**src/rtl/mem_initiator.sv**
```systemverilog
// Burst master for a valid/ready single-port memory: one request per word, read data streamed out.
// Build with MEM_INIT_CHECK_EN defined to count read words that differ from seed+k.
module mem_initiator #(
  parameter int ADDR_WIDTH = 6,
  parameter int WIDTH      = 16,
  parameter int TIMEOUT    = 15
) (
  input  logic                  clk_i,
  input  logic                  rst_i,
  input  logic                  start_i,
  input  logic                  cmd_wr_i,
  input  logic [ADDR_WIDTH-1:0] cmd_addr_i,
  input  logic [ADDR_WIDTH:0]   cmd_len_i,
  input  logic [WIDTH-1:0]      cmd_seed_i,
  output logic                  busy_o,
  output logic                  done_o,
  output logic                  err_o,
  output logic [WIDTH-1:0]      rd_data_o,
  output logic                  rd_valid_o,
  output logic                  mem_valid_o,
  output logic                  mem_wr_rd_o,
  output logic [ADDR_WIDTH-1:0] mem_addr_o,
  output logic [WIDTH-1:0]      mem_wdata_o,
  input  logic [WIDTH-1:0]      mem_rdata_i,
  input  logic                  mem_ready_i,
  output logic [15:0]           mismatch_cnt_o
);

  typedef enum logic [1:0] {IDLE, REQ, GAP, DONE} state_t;

  state_t                state_q, state_d;
  logic                  cmd_wr_q;
  logic [ADDR_WIDTH-1:0] addr_q;
  logic [ADDR_WIDTH:0]   len_q;
  logic [ADDR_WIDTH:0]   idx_q;
  logic [WIDTH-1:0]      seed_q;
  logic [7:0]            wait_q;
  logic                  err_q;
  logic                  rd_valid_q;
  logic [WIDTH-1:0]      rd_data_q;

  logic             accept;
  logic             xfer;
  logic             timeout;
  logic [WIDTH-1:0] exp_data;

  assign accept   = (state_q == IDLE) && start_i;
  assign xfer     = (state_q == REQ) && mem_ready_i;
  assign timeout  = (wait_q == 8'(TIMEOUT - 1));
  assign exp_data = seed_q + WIDTH'(idx_q);

  always_comb begin
    state_d = state_q;
    case (state_q)
      IDLE: if (start_i) state_d = (cmd_len_i == '0) ? DONE : REQ;
      REQ: begin
        if (mem_ready_i)  state_d = GAP;
        else if (timeout) state_d = DONE;
      end
      // Ready is registered by the responder, so it must be seen low before re-requesting.
      GAP: begin
        if (!mem_ready_i) state_d = (idx_q < len_q) ? REQ : DONE;
        else if (timeout) state_d = DONE;
      end
      DONE:    state_d = IDLE;
      default: state_d = IDLE;
    endcase
  end

  always_ff @(posedge clk_i) begin
    if (rst_i) begin
      state_q    <= IDLE;
      cmd_wr_q   <= 1'b0;
      addr_q     <= '0;
      len_q      <= '0;
      idx_q      <= '0;
      seed_q     <= '0;
      wait_q     <= '0;
      err_q      <= 1'b0;
      rd_valid_q <= 1'b0;
      rd_data_q  <= '0;
    end else begin
      state_q <= state_d;
      if (accept) begin
        cmd_wr_q <= cmd_wr_i;
        addr_q   <= cmd_addr_i;
        len_q    <= cmd_len_i;
        seed_q   <= cmd_seed_i;
        idx_q    <= '0;
        err_q    <= 1'b0;
      end else if (xfer) begin
        idx_q <= idx_q + 1'b1;
      end
      if (state_d != state_q)
        wait_q <= '0;
      else if (state_q == REQ || state_q == GAP)
        wait_q <= wait_q + 8'd1;
      if (timeout && ((state_q == REQ && !mem_ready_i) || (state_q == GAP && mem_ready_i)))
        err_q <= 1'b1;
      rd_valid_q <= xfer && !cmd_wr_q;
      if (xfer && !cmd_wr_q)
        rd_data_q <= mem_rdata_i;
    end
  end

`ifdef MEM_INIT_CHECK_EN
  logic [15:0] mismatch_q;

  always_ff @(posedge clk_i) begin
    if (rst_i)
      mismatch_q <= '0;
    else if (accept)
      mismatch_q <= '0;
    else if (xfer && !cmd_wr_q && (mem_rdata_i != exp_data) && (mismatch_q != 16'hFFFF))
      mismatch_q <= mismatch_q + 16'd1;
  end

  assign mismatch_cnt_o = mismatch_q;
`else
  assign mismatch_cnt_o = 16'h0000;
`endif

  assign busy_o      = (state_q == REQ) || (state_q == GAP);
  assign done_o      = (state_q == DONE);
  assign err_o       = err_q;
  assign rd_valid_o  = rd_valid_q;
  assign rd_data_o   = rd_data_q;
  assign mem_valid_o = (state_q == REQ);
  assign mem_wr_rd_o = (state_q == REQ) && cmd_wr_q;
  assign mem_addr_o  = (state_q == REQ) ? addr_q + idx_q[ADDR_WIDTH-1:0] : '0;
  assign mem_wdata_o = (state_q == REQ) ? exp_data : '0;

endmodule

```
**config.mk**
```make
export PLATFORM = sky130hd
export DESIGN_NAME = mem_initiator
export DESIGN_NICKNAME = d
export VERILOG_FILES = /design/src/rtl/mem_initiator.sv
export SDC_FILE = /design/constraint.sdc
export NUM_CORES = 1
export LEC_CHECK = 0
export CAP_MARGIN = 20
export CORE_MARGIN = 2
export CORE_UTILIZATION = 52
export CTS_CLUSTER_DIAMETER = 30
export DETAILED_ROUTE_END_ITERATION = 12
export PLACE_DENSITY_LB_ADDON = 0.15
export SLEW_MARGIN = 10
export SYNTH_ARGS = -nofsm -noshare
export SYNTH_HDL_FRONTEND = slang
export SYNTH_SLANG_ARGS = --single-unit
```
**constraint.sdc**
```tcl
create_clock -name clk_i -period 4.35 [get_ports clk_i]
set_input_delay 0.87 -clock clk_i [delete_from_list [all_inputs] [get_ports clk_i]]
set_output_delay 0.87 -clock clk_i [all_outputs]
set_load 0.01 [all_outputs]
```
==> metrics.yaml, run 1 <==
clock_tree:
  postCtsHoldBufs: 0
  clock_sinks: 65
  htreeDepth: 3
  clockRootBuffer: "clkbuf_8"
  post-cts-setup-buffers: 0
  numCtsBuffers: 9
  insertion_delay_ns: 0.34
  cts.clk_slew.worst_paths_ns: 0.08
  cts-resized-gates: 0
  cts_tree: "built"
  cts_buffer_depth: 2
detailed_routing:
  wirelength_mm: 9.151
  routed_via_density: 5.299
  first_iter_violations: 106
  drc: 0
  dr.pass1.iters: 6
  avgRoutedWirePerCell_um: 13.56
  via_count: 3577
  ant_nets: 0
setup_path:
  critPathCaptureType: "output port"
  path_cells: "ha_1 > inv_1 > fa_1 > nor2b_1 > o21a_1 > o21ai_1 > a211oi_1 > mux2i_1 > clkdlybuf4s50_1"
  slowest_delay_ns: 0.58
  reg2reg_from: "state_q[1]$_SDFF_PP0_"
  r2r-end: "rd_data_o[5]$_SDFFE_PP0P_"
  worstSetupPathType: "reg2out"
  reg2reg_depth: 6
  required_ns: 3.48
  cp_data_arrival_time_ns: 3.08
  cp_max_fo: 7
  startpoint: "idx_q[0]$_SDFFE_PP0P_"
  crit_end: "mem_wdata_o[12]"
  crit_family: "buffers and inverters"
  crit_buf_inv: 2
  rrSetupSlack_ns: 1.39
  slowest_stage: "clkdlybuf4s50_1"
  worstSetupPathDepth: 9
  worstSetupStartpointType: "register"
timing:
  fin_skew_ns: 0.01064
  hold_ws_ns: 0.4561
  fmax_mhz: 253.4
  setup_violations: 0
  tns_ns: 0
  post-route-period-util: 0.9072
  hold_viol_final: 0
  tightest_slew_ns: 0.9934
  slew_headroom: 0.3353
  finalCriticalPeriod_ns: 3.946
  rsz0062_at_grt: "no"
  drv_slew: 0
layout:
  fin_nets: 649
  drive_gt1_frac: 0.04861
  layout_commonest_cell: "nand2_1"
  antenna_cells: 0
  final_cell_mix: "nand2_1, clkdlybuf4s50_1, dfxtp_1"
  synthToLayoutAreaGrowth_pct: 29.25
power_and_ir_drop:
  p_per_area_mw_per_mm2: 288.9
  p_seq_frac: 0.457
  power.ir.vdd_worst_mv: 0.1955
  power_frac_clock: 0.356
  switchingPower_mw: 0.4082
  comb_power_share: 0.187
  internal-power_mw: 1.018
  p_leak_nw: 1.959
  swShare: 0.2862
yosys:
  yosys_warnings: 0
  syn_area_per_cell_um2: 7.828
  yosys.area.top_type_share: 0.3406
  yosysSeqAreaShare: 0.3406
  synth_area_mm2: 0.003820
  ys_seq_elements: 65
  netlist_instances: 488
  yosysUniqueCellTypes: 48
  yosys.area.top_type: "dfxtp_1"
  async_reset_ff_frac: 0
  synth_edf_count: 0
  synth-main-ff-cell: "dfxtp_1"
  netlist_top_cells_area: "dfxtp_1, nand2_1, ha_1"
placement:
  gp_congestion: 0.8434
  hpwl_mm: 6.675
  portBuffers: 93
floorplanning:
  die_w_um: 89.71
  core_area_mm2: 0.007176
  io_pins: 110
  dieArea_mm2: 0.008048
  rows: 31
  fp.dieH_um: 89.71
  start_util: 0.5323
flow_run:
  maxCapViolations: 0
global_routing:
  grt_start_max_net_pins: 52
  grt_pass1_wl_mm: 15.26
  grt_overflow: 0
  grt_usage: 0.2318
  grt_pass1_vias: 3442
  antenna_found_initial: 0
min_path:
  holdPathStages: 2
  hp-class: "reg2reg"
run_status:
  status: "completed"
power by group through the flow:
stage          Clock (mW)  Combinational [mW]  Sequential (mW)
2_1_floorplan           0               0.162            0.662
3_3_place_gp            0               0.260            0.663
3_5_place_dp            0               0.267            0.665
4_1_cts             0.517               0.268            0.651
5_1_grt             0.550               0.297            0.656
6_report            0.508               0.267            0.651
Yosys cell counts (2+ instances only):
master,n
o21a_1,2
nor3_1,6
xnor2_1,15
xor2_1,8
o21bai_1,2
nand2_1,108
mux2_4,3
a21o_1,3
and2_1,14
a21oi_1,58
nand3_1,19
o21ai_0,3
buf_4,16
a211oi_1,6
nor2b_1,8
o21ai_1,5
nand2b_1,7
fa_1,2
ha_1,26
nor2_1,21
a31oi_1,3
clkbuf_1,22
nand4_1,7
dfxtp_1,65
nor4_1,2
mux2i_1,9
and3_1,11
o2111ai_1,2
inv_1,15
buf_2,2
worst min path at each step:
stage / from / endpoint
after floorplan: len_q[1]$_SDFFE_PP0P_ / len_q[1]$_SDFFE_PP0P_
after global placement: rd_data_o[9]$_SDFFE_PP0P_ / rd_data_o[9]$_SDFFE_PP0P_
after detailed placement: rd_data_o[11]$_SDFFE_PP0P_ / rd_data_o[11]$_SDFFE_PP0P_
after CTS: rd_data_o[4]$_SDFFE_PP0P_ / rd_data_o[4]$_SDFFE_PP0P_
after global routing: rd_data_o[4]$_SDFFE_PP0P_ / rd_data_o[4]$_SDFFE_PP0P_
final: rd_data_o[14]$_SDFFE_PP0P_ / rd_data_o[14]$_SDFFE_PP0P_
worst reg2reg max path, cell delays in order (launching register included):
cell     delay [ns]
dfxtp_1        0.43
inv_2          0.25
ha_1           0.75
nand2_1        0.34
nor2_1         0.84
nand2_1        0.14
a21oi_1        0.15
final cells by class:
cell class	instances	area, µm²
Timing Repair Buffer	97	955.9
Inverter	16	60.06
Multi-Input combinational cell	382	2302
Clock buffer	9	123.9
Clock inverter	7	70.07
Tap cell	99	123.9
Fill cell	599	2238
Sequential cell	65	1301
cell families after synthesis:
family          share of synthesized area
xor+xnor                          0.05274
fa+ha+maj                         0.09564
compound gates                     0.1458
other cells                     0.0009817
flops                              0.3406
buf+inv                           0.07140
simple gates                       0.2575
mux                               0.03538
registers in the layout, summed over array words and instances, names as in the netlist:
signal,cells
addr_q,6
cmd_wr_q,1
err_o,1
idx_q,7
len_q,7
rd_data_o,16
rd_valid_o,1
seed_q,16
state_q,2
wait_q,8
layer usage:
| layer | vias up | routed length (µm) | GRT usage |
|---|---|---|---|
| li1 | 1790 | - | - |
| met1 | 1653 | 3907 | 0.2671 |
| met2 | 118 | 4310 | 0.3883 |
| met3 | 16 | 761 | 0.08634 |
| met4 | 0 | 171 | 0.09744 |
| met5 | - | 0 | 0 |
through the flow:
stage | util | power (mW) | instance area [µm²] | std cells | setup WS (ns)
floorplan | - | 0.8234 | 3876 | 503 | 1.474
detailed placement | 0.6610 | 0.9316 | 4743 | 659 | 0.8066
global route | 0.6881 | 1.503 | 4937 | 675 | 0.1997
CTS | 0.6881 | 1.436 | 4937 | 675 | 0.4252
global placement | 0.6610 | 0.9230 | 4743 | 659 | 0.9173
finish | 0.6881 | 1.426 | 4937 | 675 | 0.4037
Power figures use the tool's default switching activity.
==> run 2, diff against run 1 <==
--- a/config.mk
+++ b/config.mk
@@ -5,7 +5,6 @@
 export SDC_FILE = /design/constraint.sdc
 export NUM_CORES = 1
 export LEC_CHECK = 0
-export CAP_MARGIN = 20
 export CORE_MARGIN = 2
 export CORE_UTILIZATION = 52
 export CTS_CLUSTER_DIAMETER = 30
==> constraint.sdc (replaced) <==
create_clock -name clk_i -period 4.6 [get_ports clk_i]
set_input_delay 0.92 -clock clk_i [delete_from_list [all_inputs] [get_ports clk_i]]
set_output_delay 0.92 -clock clk_i [all_outputs]
set_load 0.01 [all_outputs]
==> run 2 against run 1 <==
Compared with the run above: sequential power is 5.4% lower; combinational power fell by 6%; non-clock buffer count down 1; first-iteration DRC count stayed put; sequential share of layout area down 0.27 points; power increased by 3.3%; utilization rose by 0.71 points; worst hold slack worse by 0.00067 ns; global-route usage is 0.25 points higher; via count is 0.81% lower; die area is the same; critical endpoint unchanged; largest cell class unchanged; largest power group unchanged.
==> metrics.yaml, run 2 (synthesis results as in run 1) <==
global_routing:
  grt_pass1_vias: 3465
  antenna_found_initial: 0
  grt_usage: 0.2342
  grt_start_max_net_pins: 53
  grt_overflow: 0
  grt_pass1_wl_mm: 15.66
layout:
  final_cell_mix: "nand2_1, clkdlybuf4s50_1, dfxtp_1"
  utilization: 0.6952
  area.sequential_mm2: 0.001301
  drive_gt1_frac: 0.04696
  antenna_cells: 0
  fin_nets: 648
  layout_commonest_cell: "nand2_1"
  final_cell_area_mm2: 0.004989
  multi_input_area_mm2: 0.002302
  final_cells: 674
  synthToLayoutAreaGrowth_pct: 30.59
  fill_cells: 617
detailed_routing:
  routed-wl-met2_mm: 4.312
  routed_via_density: 5.264
  wirelength_mm: 9.212
  top_layer_used: "met4"
  first_iter_violations: 106
  dr.pass1.iters: 4
  via_count: 3548
  drc: 0
  avgRoutedWirePerCell_um: 13.67
  met3_length_um: 748
  ant_nets: 0
  wirelength_met1_mm: 3.905
min_path:
  hp-class: "reg2reg"
  worstHoldEndpoint: "len_q[5]$_SDFFE_PP0P_"
  holdPathStages: 2
  min_from: "len_q[5]$_SDFFE_PP0P_"
clock_tree:
  clock_sinks: 65
  clockRootBuffer: "clkbuf_8"
  numCtsBuffers: 9
  cts_buffer_depth: 2
  post-cts-setup-buffers: 0
  postCtsHoldBufs: 0
  htreeDepth: 3
  cts-resized-gates: 0
  insertion_delay_ns: 0.34
  cts.clk_slew.worst_paths_ns: 0.07
  cts_tree: "built"
setup_path:
  worstSetupStartpointType: "register"
  cp_data_arrival_time_ns: 3.08
  path_cells: "ha_1 > inv_1 > fa_1 > nor2b_1 > o21a_1 > o21ai_1 > a211oi_1 > mux2i_1 > clkdlybuf4s50_1"
  crit_buf_inv: 2
  slowest_delay_ns: 0.57
  required_ns: 3.68
  critPathCaptureType: "output port"
  worstSetupPathDepth: 9
  rrSetupSlack_ns: 1.62
  crit_family: "compound AO/OA/AOI/OAI gates"
  cp_max_fo: 7
  worstSetupPathType: "reg2out"
  reg2reg_from: "state_q[1]$_SDFF_PP0_"
  slowest_stage: "clkdlybuf4s50_1"
  reg2reg_depth: 6
  r2r-end: "rd_data_o[14]$_SDFFE_PP0P_"
floorplanning:
  dieArea_mm2: 0.008048
  die_w_um: 89.71
  rows: 31
  start_util: 0.5323
  io_pins: 110
  fp.dieH_um: 89.71
  core_area_mm2: 0.007176
timing:
  rsz0062_at_grt: "no"
  setup_violations: 0
  drv_slew: 0
  fmax_mhz: 250.2
  post-route-period-util: 0.8688
  slew_headroom: 0.2558
  tightest_slew_ns: 1.114
  hold_viol_final: 0
  tns_ns: 0
  fin_skew_ns: 0.009135
  finalCriticalPeriod_ns: 3.997
power_and_ir_drop:
  report.power.total_mw: 1.474
  power.ir.vdd_worst_mv: 0.2252
  p_leak_nw: 1.977
  p_per_area_mw_per_mm2: 295.4
placement:
  placedCellCount: 658
  gp_congestion: 0.8443
  portBuffers: 93
  hpwl_mm: 6.590
  post_dp_cell_area_mm2: 0.004736
flow_run:
  maxCapViolations: 0
run_status:
  status: "completed"
run 2: cell count changes in the layout (fill, tap and decap cells not counted):
cell	change
clkbuf_8	+1
clkinv_4	+1
inv_6	-1
bufinv_16	+2
buf_4	-1
clkinv_2	-3
run 2: layout make-up:
class	instances	share of cell area
Clock buffer	10	0.02759
Clock inverter	6	0.02307
Inverter	16	0.01204
Multi-Input combinational cell	382	0.4615
Sequential cell	65	0.2608
Tap cell	99	0.02483
Timing Repair Buffer	96	0.1901
run 2: tightest hold or removal path, delay by kind of cell, from the launching register on:
kind               cells  cell delay, ns
DFF                    1            0.31
and+or+nand+nor        1            0.05
AOI/OAI and AO/OA      1            0.05
run 2: metrics by stage:
step / hold slack, ns / setup slack [ns]
after detailed placement: 0.4483 / 1.021
after global routing: 0.4748 / 0.4337
after global placement: 0.4412 / 1.116
final: 0.4554 / 0.6035
after CTS: 0.4581 / 0.6397
after floorplan: 0.4363 / 1.674
run 2: worst max-delay path by stage:
stage | from | to | slack [ns]
6_report | idx_q[0]$_SDFFE_PP0P_ | mem_wdata_o[12] | 0.60
5_1_grt | idx_q[0]$_SDFFE_PP0P_ | mem_wdata_o[14] | 0.43
4_1_cts | idx_q[0]$_SDFFE_PP0P_ | mem_wdata_o[12] | 0.64
3_5_place_dp | idx_q[0]$_SDFFE_PP0P_ | mem_wdata_o[12] | 1.02
3_3_place_gp | idx_q[0]$_SDFFE_PP0P_ | mem_wdata_o[12] | 1.12
2_1_floorplan | state_q[1]$_SDFF_PP0_ | mem_wdata_o[3] | 1.67
run 2: routing by layer:
layer / vias to the layer above / GRT usage
li1: 1789 / -
met1: 1624 / 0.2648
met2: 115 / 0.4003
met3: 20 / 0.08634
met4: 0 / 0.09615
met5: - / 0
run 2: report_power, final:
group	internal (mW)	switching (mW)
logic	0.120	0.131
registers	0.592	0.0239
clock network	0.377	0.230
total	1.09	0.385
==> run 3, diff against run 2 <==
--- a/config.mk
+++ b/config.mk
@@ -9,7 +9,7 @@
 export CORE_UTILIZATION = 52
 export CTS_CLUSTER_DIAMETER = 30
 export DETAILED_ROUTE_END_ITERATION = 12
-export PLACE_DENSITY_LB_ADDON = 0.15
+export PLACE_DENSITY_LB_ADDON = 0.2
 export SLEW_MARGIN = 10
 export SYNTH_ARGS = -nofsm -noshare
 export SYNTH_HDL_FRONTEND = slang
==> run 3 against run 2 <==
Compared with the run above: worst setup slack better by 0.040 ns; clock skew is essentially flat; register-to-register slack worse by 0.02 ns; largest cell class unchanged; largest power group unchanged; non-clock buffer count unchanged; maximum frequency up 1.0%; sequential power about the same; clock power is 27% lower.
==> metrics.yaml, run 3 (synthesis results as in run 1) <==
timing:
  setup_violations: 0
  hold_viol_final: 0
  rsz0062_at_grt: "no"
  post-route-period-util: 0.8600
  fmax_mhz: 252.8
  tns_ns: 0
  tightest_slew_ns: 1.059
  drv_slew: 0
  slew_headroom: 0.2924
  finalCriticalPeriod_ns: 3.956
  fin_skew_ns: 0.009554
global_routing:
  grt_usage: 0.2227
  grt_pass1_vias: 3245
  antenna_found_initial: 0
  grt_start_max_net_pins: 52
  grt_overflow: 0
  grt_pass1_wl_mm: 14.79
clock_tree:
  htreeDepth: 3
  numCtsBuffers: 9
  insertion_delay_ns: 0.35
  postCtsHoldBufs: 0
  cts.clk_slew.worst_paths_ns: 0.07
  cts_buffer_depth: 2
  cts_tree: "built"
  clock_sinks: 65
  post-cts-setup-buffers: 0
  cts-resized-gates: 0
  clockRootBuffer: "clkbuf_8"
layout:
  utilization: 0.6853
  layout_commonest_cell: "nand2_1"
  fin_nets: 648
  fill_cells: 608
  final_cell_area_mm2: 0.004917
  antenna_cells: 0
  drive_gt1_frac: 0.04696
  final_cell_mix: "nand2_1, clkdlybuf4s50_1, dfxtp_1"
  synthToLayoutAreaGrowth_pct: 28.73
placement:
  portBuffers: 93
  post_dp_cell_area_mm2: 0.004736
  gp_congestion: 0.8516
  hpwl_mm: 6.541
detailed_routing:
  dr.pass1.iters: 4
  drc: 0
  wirelength_mm: 8.979
  first_iter_violations: 130
  avgRoutedWirePerCell_um: 13.32
  ant_nets: 0
  via_count: 3517
  routed_via_density: 5.218
floorplanning:
  rows: 31
  die_w_um: 89.71
  core_area_mm2: 0.007176
  dieArea_mm2: 0.008048
  start_util: 0.5323
  fp.dieH_um: 89.71
  io_pins: 110
setup_path:
  path_cells: "ha_1 > inv_1 > fa_1 > nor2b_1 > o21a_1 > o21ai_1 > a211oi_1 > mux2i_1 > clkdlybuf4s50_1"
  worstSetupPathType: "reg2out"
  worstSetupStartpointType: "register"
  slowest_stage: "clkdlybuf4s50_1"
  slowest_delay_ns: 0.55
  cp_data_arrival_time_ns: 3.04
  required_ns: 3.68
  critPathCaptureType: "output port"
  cp_max_fo: 7
power_and_ir_drop:
  power.ir.vdd_worst_mv: 0.1814
  p_per_area_mw_per_mm2: 266.5
  report.power.total_mw: 1.310
  p_leak_nw: 1.947
flow_run:
  maxCapViolations: 0
min_path:
  hp-class: "reg2reg"
run_status:
  status: "completed"
-- run 3: cell count changes in the layout (fill, tap and decap cells not counted) --
cell       change
bufinv_16      -3
clkinv_2       +2
clkinv_4       +1
-- run 3: final cells by class --
cell class	instances	area, µm²	share of cell area
Inverter	16	60.06	0.01221
Clock inverter	6	43.79	0.008906
Timing Repair Buffer	96	948.4	0.1929
Multi-Input combinational cell	382	2302	0.4682
Tap cell	99	123.9	0.02519
Clock buffer	10	137.6	0.02799
Sequential cell	65	1301	0.2646
-- run 3: path summary, 6_finish.rpt --
check | to | depth (start not counted) | from | slack [ns]
setup / recovery | mem_wdata_o[12] | 9 | idx_q[0]$_SDFFE_PP0P_ | 0.64
hold / removal | rd_data_o[8]$_SDFFE_PP0P_ | 2 | rd_data_o[8]$_SDFFE_PP0P_ | 0.45
setup reg to reg | wait_q[0]$_SDFFE_PP0P_ | 8 | state_q[1]$_SDFF_PP0_ | 1.60
hold reg to reg | rd_data_o[8]$_SDFFE_PP0P_ | 2 | rd_data_o[8]$_SDFFE_PP0P_ | 0.45
-- run 3: metrics by stage --
step	cells	setup slack [ns]	hold slack, ns
final	674	0.6438	0.4538
after global routing	674	0.3700	0.4786
after CTS	674	0.6460	0.4558
after detailed placement	658	1.032	0.4467
after global placement	658	1.115	0.4407
after floorplan	503	1.674	0.4363
-- run 3: report_power, final --
part	switching, mW	internal, mW	leakage [nW]
sequential	0.0238	0.592	0.530
clock	0.234	0.211	0.0922
combinational	0.130	0.120	1.32
total	0.388	0.923	1.95
-- run 3: layer usage --
metal | vias to the layer above | share of wire | global-route usage
li1 | 1790 | - | -
met1 | 1619 | 0.45 | 0.2720
met2 | 95 | 0.46 | 0.3630
met3 | 13 | 0.073 | 0.08466
met4 | 0 | 0.018 | 0.07436
met5 | - | 0 | 0
-- run 3: worst max-delay path, delay by kind of cell, from the launching register on --
kind / cells / cell delay (ns)
AO/OA/AOI/OAI: 3 / 0.67
buffers and inverters: 2 / 0.61
flip-flops: 1 / 0.44
adder cells (fa/ha/maj): 2 / 0.59
AND/OR/NAND/NOR: 1 / 0.17
multiplexers: 1 / 0.22
